**config.mk**
```make
export PLATFORM = sky130hd
export DESIGN_NAME = if_stage
export DESIGN_NICKNAME = d
export VERILOG_FILES = /design/src/rtl/if_stage.sv
export SDC_FILE = /design/constraint.sdc
export NUM_CORES = 1
export LEC_CHECK = 0
export ABC_AREA = 1
export CAP_MARGIN = 10
export CORE_MARGIN = 2
export CORE_UTILIZATION = 55
export DETAILED_ROUTE_END_ITERATION = 8
export GPL_TIMING_DRIVEN = 1
export PLACE_DENSITY_LB_ADDON = 0.12
export SKIP_CTS_REPAIR_TIMING = 1
export SLEW_MARGIN = 0
export SYNTH_ARGS = -nofsm -noshare
export SYNTH_HDL_FRONTEND = slang
export SYNTH_SLANG_ARGS = --single-unit
export TNS_END_PERCENT = 10
```
**constraint.sdc**
```tcl
create_clock -name clk -period 5.1 [get_ports clk]
set_input_delay 1.02 -clock clk [delete_from_list [all_inputs] [get_ports clk]]
set_output_delay 1.02 -clock clk [all_outputs]
set_load 0.02 [all_outputs]
```
**src/rtl/if_stage.sv**
```systemverilog
// Instruction fetch stage: credit-limited fetch requests, in-order response
// tagging, a 2-entry instruction queue and the decode-facing pipeline register.
module if_stage #(
  parameter logic [31:0] RESET_PC = 32'h0000_0000,
  parameter logic [31:0] NOP_INST = 32'h0000_0013
) (
  input  logic        clk,
  input  logic        arst_n,
  output logic        imem_req_valid_o,
  input  logic        imem_req_ready_i,
  output logic [31:0] imem_req_addr_o,
  input  logic        imem_rsp_valid_i,
  input  logic [31:0] imem_rsp_data_i,
  input  logic        stall_i,
  input  logic        flush_i,
  input  logic        redirect_i,
  input  logic [31:0] redirect_pc_i,
  output logic        id_valid_o,
  output logic [31:0] id_inst_o,
  output logic [31:0] id_pc_o,
  output logic [31:0] id_pc4_o
);

  typedef struct packed {
    logic [31:0] inst;
    logic [31:0] pc;
  } fetch_entry_t;

  logic [31:0]  pc_q;
  logic [1:0]   outstanding_q;
  logic [1:0]   drop_count_q;

  logic [31:0]  tag_mem_q [2];
  logic         tag_wr_q;
  logic         tag_rd_q;

  fetch_entry_t iq_mem_q [2];
  logic         iq_wr_q;
  logic         iq_rd_q;
  logic [1:0]   iq_count_q;

  logic         accept;
  logic         rsp_keep;
  logic         iq_empty;
  logic         load;
  logic         iq_push;
  logic         iq_pop;
  fetch_entry_t rsp_entry;
  fetch_entry_t head_entry;
  logic         unused_redirect_lsb;

  assign unused_redirect_lsb = ^redirect_pc_i[1:0];

  assign iq_empty = (iq_count_q == 2'd0);

  // Credits cover both queued and in-flight words (stale ones included), so the
  // queue can never be asked to hold more than two entries.
  // NOTE: the reset term keeps the request low while arst_n is asserted; the
  // credit expression alone would already read "free" out of reset.
  assign imem_req_valid_o = arst_n && !redirect_i &&
                            (({1'b0, iq_count_q} + {1'b0, outstanding_q}) < 3'd2);
  assign imem_req_addr_o  = pc_q;
  assign accept           = imem_req_valid_o && imem_req_ready_i;

  // A response seen during a redirect, or while stale words are pending, is discarded.
  assign rsp_keep  = imem_rsp_valid_i && (drop_count_q == 2'd0) && !redirect_i;
  assign rsp_entry = '{inst: imem_rsp_data_i, pc: tag_mem_q[tag_rd_q]};

  // An empty queue forwards the arriving response straight into decode.
  assign head_entry = iq_empty ? rsp_entry : iq_mem_q[iq_rd_q];
  assign load       = !flush_i && !redirect_i && !stall_i && (!iq_empty || rsp_keep);
  assign iq_pop     = load && !iq_empty;
  assign iq_push    = rsp_keep && !(load && iq_empty);

  // NOTE: state registers use non-blocking assignments so every flop samples
  // the pre-edge values regardless of block ordering.
  always_ff @(posedge clk or negedge arst_n) begin
    if (!arst_n) begin
      pc_q          <= {RESET_PC[31:2], 2'b00};
      outstanding_q <= 2'd0;
      drop_count_q  <= 2'd0;
      tag_wr_q      <= 1'b0;
      tag_rd_q      <= 1'b0;
    end else begin
      if (redirect_i) begin
        pc_q <= {redirect_pc_i[31:2], 2'b00};
      end else if (accept) begin
        pc_q <= pc_q + 32'd4;
      end

      outstanding_q <= outstanding_q + {1'b0, accept} - {1'b0, imem_rsp_valid_i};

      // Every word still in flight after a redirect is stale, including those
      // already marked by an earlier redirect.
      if (redirect_i) begin
        drop_count_q <= outstanding_q - {1'b0, imem_rsp_valid_i};
      end else if (imem_rsp_valid_i && (drop_count_q != 2'd0)) begin
        drop_count_q <= drop_count_q - 2'd1;
      end

      if (accept) begin
        tag_wr_q <= ~tag_wr_q;
      end
      if (imem_rsp_valid_i) begin
        tag_rd_q <= ~tag_rd_q;
      end
    end
  end

  // NOTE: storage arrays carry no reset; the pointers and counts that qualify
  // them do, so the contents are never observed before being written.
  always_ff @(posedge clk) begin
    if (accept) begin
      tag_mem_q[tag_wr_q] <= pc_q;
    end
    if (iq_push) begin
      iq_mem_q[iq_wr_q] <= rsp_entry;
    end
  end

  always_ff @(posedge clk or negedge arst_n) begin
    if (!arst_n) begin
      iq_wr_q    <= 1'b0;
      iq_rd_q    <= 1'b0;
      iq_count_q <= 2'd0;
    end else if (redirect_i) begin
      iq_wr_q    <= 1'b0;
      iq_rd_q    <= 1'b0;
      iq_count_q <= 2'd0;
    end else begin
      if (iq_push) begin
        iq_wr_q <= ~iq_wr_q;
      end
      if (iq_pop) begin
        iq_rd_q <= ~iq_rd_q;
      end
      iq_count_q <= iq_count_q + {1'b0, iq_push} - {1'b0, iq_pop};
    end
  end

  always_ff @(posedge clk or negedge arst_n) begin
    if (!arst_n) begin
      id_valid_o <= 1'b0;
      id_inst_o  <= NOP_INST;
      id_pc_o    <= 32'd0;
      id_pc4_o   <= 32'd0;
    end else if (flush_i || redirect_i) begin
      id_valid_o <= 1'b0;
      id_inst_o  <= NOP_INST;
      id_pc_o    <= 32'd0;
      id_pc4_o   <= 32'd0;
    end else if (!stall_i) begin
      if (load) begin
        id_valid_o <= 1'b1;
        id_inst_o  <= head_entry.inst;
        id_pc_o    <= head_entry.pc;
        id_pc4_o   <= head_entry.pc + 32'd4;
      end else begin
        id_valid_o <= 1'b0;
        id_inst_o  <= NOP_INST;
        id_pc_o    <= 32'd0;
        id_pc4_o   <= 32'd0;
      end
    end
  end

endmodule

```
======== Word level (Yosys, flattened, before mapping) ========
Memories as Yosys holds them, arrays and structs flattened.
Index checks and enable logic that the tools add are counted.
storage, ports and cells
  memories kept ........................... 2
  register bits after elaboration ......... 139
  input bits .............................. 71
  output and inout port bits .............. 130
  RAM bits ................................ 192
memory list
  memory     words  width  rd ports  clocked after Yosys merged registers in  write ports  RTL line  text
  iq_mem_q   2      64     1         0                                        1            37        fetch_entry_t iq_mem_q [2];
  tag_mem_q  2      32     1         0                                        1            33        logic [31:0] tag_mem_q [2];
cells by class
  add/subtract/negate cells ............... 9
  order comparisons ....................... 1
  bitwise gates (word level) .............. 4
  reductions and logical operators ........ 26
  mux-type cells .......................... 26
  equality and inequality tests ........... 1
operator list
  cell                   count
  $mux 32                11
  $add 32x3->32 const B  2
  $mux 64                1
  $logic_and 1x1->1      12
  $mux 1                 11
  $reduce_bool 2->1      5
  $mux 2                 3
  $sub 2x1->2            3
  $logic_not 1->1        5
  $add 2x1->2            2
  $logic_not 2->1        2
  $not 1->1              4
  $add 2x2->3            1
  $lt 3x2->1 const B     1
  $logic_or 1x1->1       2
  $ne 2x1->1 const B     1
  $sub 2x1->2 const B    1

======== Logic depth before layout (Yosys ltp) ========
  depth in word-level cells ............... 11
  depth in mapped cells ................... 17
  mapped depth without buffers ............ 15

======== Worst setup path after synthesis ========
No wires, ideal clock.
  path type ............................... input -> register
  start ................................... in redirect_i
  end ..................................... mem iq_mem_q[0][10] in the netlist's numbering (enable)
  setup time .............................. 482 ps
  stages on the path ...................... 4
  data arrival time ....................... 4061 ps
  data required time ...................... 4618 ps
  setup slack ............................. 556 ps
  cell sequence ........................... inv_1 -> nand3_1 -> o21bai_1 -> nor2_1
between the ends
  cells in the longest elaborated chain, start to end .. 9
  elaborated cells between the ends (all ways) .. 11
  those cells by class .................... mux: 2; reduce/logical: 9
RTL lines
  item                                                   RTL line  text
  start: declaration                                     16        input logic redirect_i,
  $logic_not 1->1 (*)                                    66, 71
  $logic_and 1x1->1 (on tied branches)                   71, 66
  $logic_and 1x1->1 or $logic_or 1x1->1 (tied branches)  71        assign load = !flush_i && !redirect_i && !stall_i && (!iq_empty || rsp_keep);
  $logic_and 1x1->1                                      71
  $logic_and 1x1->1                                      73        assign iq_push = rsp_keep && !(load && iq_empty);
  $logic_not 1->1                                        73
  $logic_and 1x1->1 (*)                                  73
  $mux 1 (*)                                             116       if (iq_push) begin
  $mux 1 (implied by the code) (*)                       117       iq_mem_q[iq_wr_q] <= rsp_entry;
  end: declaration                                       37
Every way passes the cells marked *; elsewhere a longest branch is shown, timed or not.

======== Worst setup path after layout ========
  start ................................... in redirect_i
  end ..................................... out imem_req_valid_o
between the ends
  cells in the longest elaborated chain, start to end .. 3
RTL lines
  item                             RTL line  text
  $logic_not 1->1                  60        assign imem_req_valid_o = arst_n && !redirect_i &&
  $logic_and 1x1->1 (2 in series)  60
  end: declaration                 9         output logic imem_req_valid_o,
No other way between the ends.

==> impl_metrics.tcl <==
set metrics [dict create \
    root_buffer "clkbuf_16" \
    required_ps 4080 \
    grt_pass1_vias 10700 \
    instances_no_fill 2059 \
    fin_nets 1778 \
    drive_gt1_share_pct 7.89 \
    end_kind "primary output" \
    antenna_found_initial 0 \
    grt_max_degree 90 \
    r2r_slack_ps 1820 \
    clock_latency_ps 510 \
    num_vias 11000 \
    setup_violations 0 \
    grt_pass1_wl_um 54900 \
    cap_violations 0 \
    drt_iter0_markers 915 \
    tns_ps 0 \
    fp.dieH_um 166 \
    ios 201 \
    r2r_start "iq_count_q[0]$_DFF_PN0_" \
    start_kind "input port" \
    setup_slack_ps 1680 \
    wl_per_cell_um 16.2 \
    core.rowCount 59 \
    r2r-end "imem_req_addr_o[30]$_DFFE_PN0P_" \
    drtAntennaViolNets 0 \
    cp_max_fo 7 \
    synth_area_um2 14500 \
    worst_pin_slew_ps 955 \
    antennaDiodeCount 0 \
    slew_headroom_pct 36.3 \
    fp.coreArea_um2 25900 \
    dp.cells 1997 \
    port_buffers 196 \
    synth_edf_count 184 \
    cts_tree "yes" \
    run_status "complete, no violations" \
    die_w_um 166 \
    post_drt_via_cell_ratio 5.36 \
    fin_crit_ps 3420 \
    synth-main-ff-cell "edfxtp_1" \
    synth_cell_type_count 48 \
    syn-instance-count 1518 \
    dr.pass1.iters 5 \
    hpwl_um 21900 \
    synth.yosys.seq_area_share_pct 61.4 \
    cts_buffers 34 \
    finalMaxSlewViolations 0 \
    final_common_cell "nand2_1" \
    ys_seq_elements 318 \
    hold_class "input port to asynchronous set/reset pin" \
    cts_buffer_depth 3 \
    grt_usage_pct 24.4 \
    leakagePower_nw 7.35 \
    fillers 1996 \
    ir_worst_vdd_mv 0.329 \
    gp_congestion 0.822 \
    ys_async_sr_fraction_pct 42.1 \
    htreeDepth 2 \
    die-area_um2 27600 \
    postSynthAreaPerCell_um2 9.53 \
    path_class "input port to primary output" \
    fin_skew_ps 20.4 \
    yosysWarnings 0 \
    initial_core_util_pct 55.8 \
    min_period_over_period_pct 67.1 \
    fmax_mhz 292 \
    hold_violations 0 \
    layout_common_cells "563 x nand2_1, 195 x clkdlybuf4s50_1, 184 x edfxtp_1" \
    p_per_area_nw_per_um2 407 \
    fin_util_pct 68.3 \
    finalWirelength_um 33400 \
    crit_arrival_ps 2400 \
    cts.sinks 318 \
    grt_setup_unrepaired "no" \
    drc 0 \
    grt-ovfl-total 0 \
    clk_pin_slew_ps 60 \
    dp_slack_ps 1200 \
    syn2layout_area_growth_pct 22.4 \
    rr_worst_depth 13 \
]
-- cells in the mapped netlist (all sizes together) (10+ instances only) --
| library cell | n | share of area (%) |
|---|---|---|
| a21oi | 25 | 0.87 |
| and2 | 10 | 0.45 |
| buf | 36 | 1.9 |
| clkbuf | 30 | 0.85 |
| dfrtp | 131 | 23 |
| edfxtp | 184 | 38 |
| inv | 111 | 2.9 |
| nand2 | 586 | 16 |
| nand3 | 95 | 3.4 |
| nand4 | 14 | 0.61 |
| nor2 | 94 | 3.1 |
| nor3 | 14 | 0.55 |
| o21ai | 114 | 3.9 |
| xor2 | 20 | 1.2 |
-- power breakdown --
group | internal [mW] | total, mW | switching, mW
clock network | 1.43 | 2.41 | 0.982
registers | 2.99 | 3.12 | 0.134
logic | 0.515 | 1.67 | 1.15
-- metrics by stage --
step / area [um2] / power, mW / hold slack [ps]
floorplan: 14500 / 4.31 / 484
CTS: 17700 / 7.25 / 335
global route: 17700 / 7.57 / 336
detailed placement: 16600 / 4.83 / 468
finish: 17700 / 7.21 / 349
global placement: 16600 / 4.77 / 464
-- worst max-delay path by stage --
stage	start	cells after the start	slack (ps)	to
global route	redirect_i	11	1510	imem_req_addr_o[30]$_DFFE_PN0P_
global placement	redirect_i	11	1220	imem_req_addr_o[20]$_DFFE_PN0P_
finish	redirect_i	5	1680	imem_req_valid_o
CTS	redirect_i	5	1660	imem_req_valid_o
detailed placement	redirect_i	11	1200	imem_req_addr_o[30]$_DFFE_PN0P_
floorplan	redirect_i	4	560	iq_mem_q[0][10]$_DFFE_PP_
-- cells by family (layout without fill, tap and decap cells) --
kind of cell             after synthesis  after routing  share of synthesized area [%]
AO/OA/AOI/OAI                        167            167                           6.35
XOR/XNOR                              24             24                           1.45
flip-flops                           318            318                           61.4
buffers and inverters                178            383                           5.77
other                                  1              2                         0.0259
AND/OR/NAND/NOR                      821            821                           24.1
adder cells (fa/ha/maj)                9              9                          0.831
-- metal layers --
layer	up-vias	share of wire [%]	wire [um]	GRT usage [%]
met5	-	0	0	0
met4	0	1.9	639	6.12
met3	56	6.2	2070	3.69
met2	381	46	15500	38.6
met1	5247	46	15200	35.9
li1	5354	-	-	-
-- worst max-delay path: stages --
cell and delay [ps]:
clkdlybuf4s50_1 410, inv_1 180, nand3_1 120, inv_2 70
clkdlybuf4s50_1 600
-- state kept, by name (all words and copies together) (netlist names), 2 cells and up --
signal	flops
iq_mem_q	124
tag_mem_q	60
id_inst_o	32
id_pc_o	31
id_pc4_o	30
imem_req_addr_o	30
drop_count_q	2
iq_count_q	2
outstanding_q	2
-- layout make-up --
| type | count | area, um2 | share of cell area, % |
|---|---|---|---|
| clock inverter | 11 | 92.6 | 0.523 |
| inverter | 111 | 419 | 2.37 |
| timing repair buffer | 210 | 2090 | 11.8 |
| tap | 335 | 419 | 2.37 |
| sequential | 318 | 8880 | 50.2 |
| multi-input combinational | 1023 | 4780 | 27.0 |
| clock buffer | 51 | 1010 | 5.72 |
Note: power is estimated with default switching activity, not from simulation.
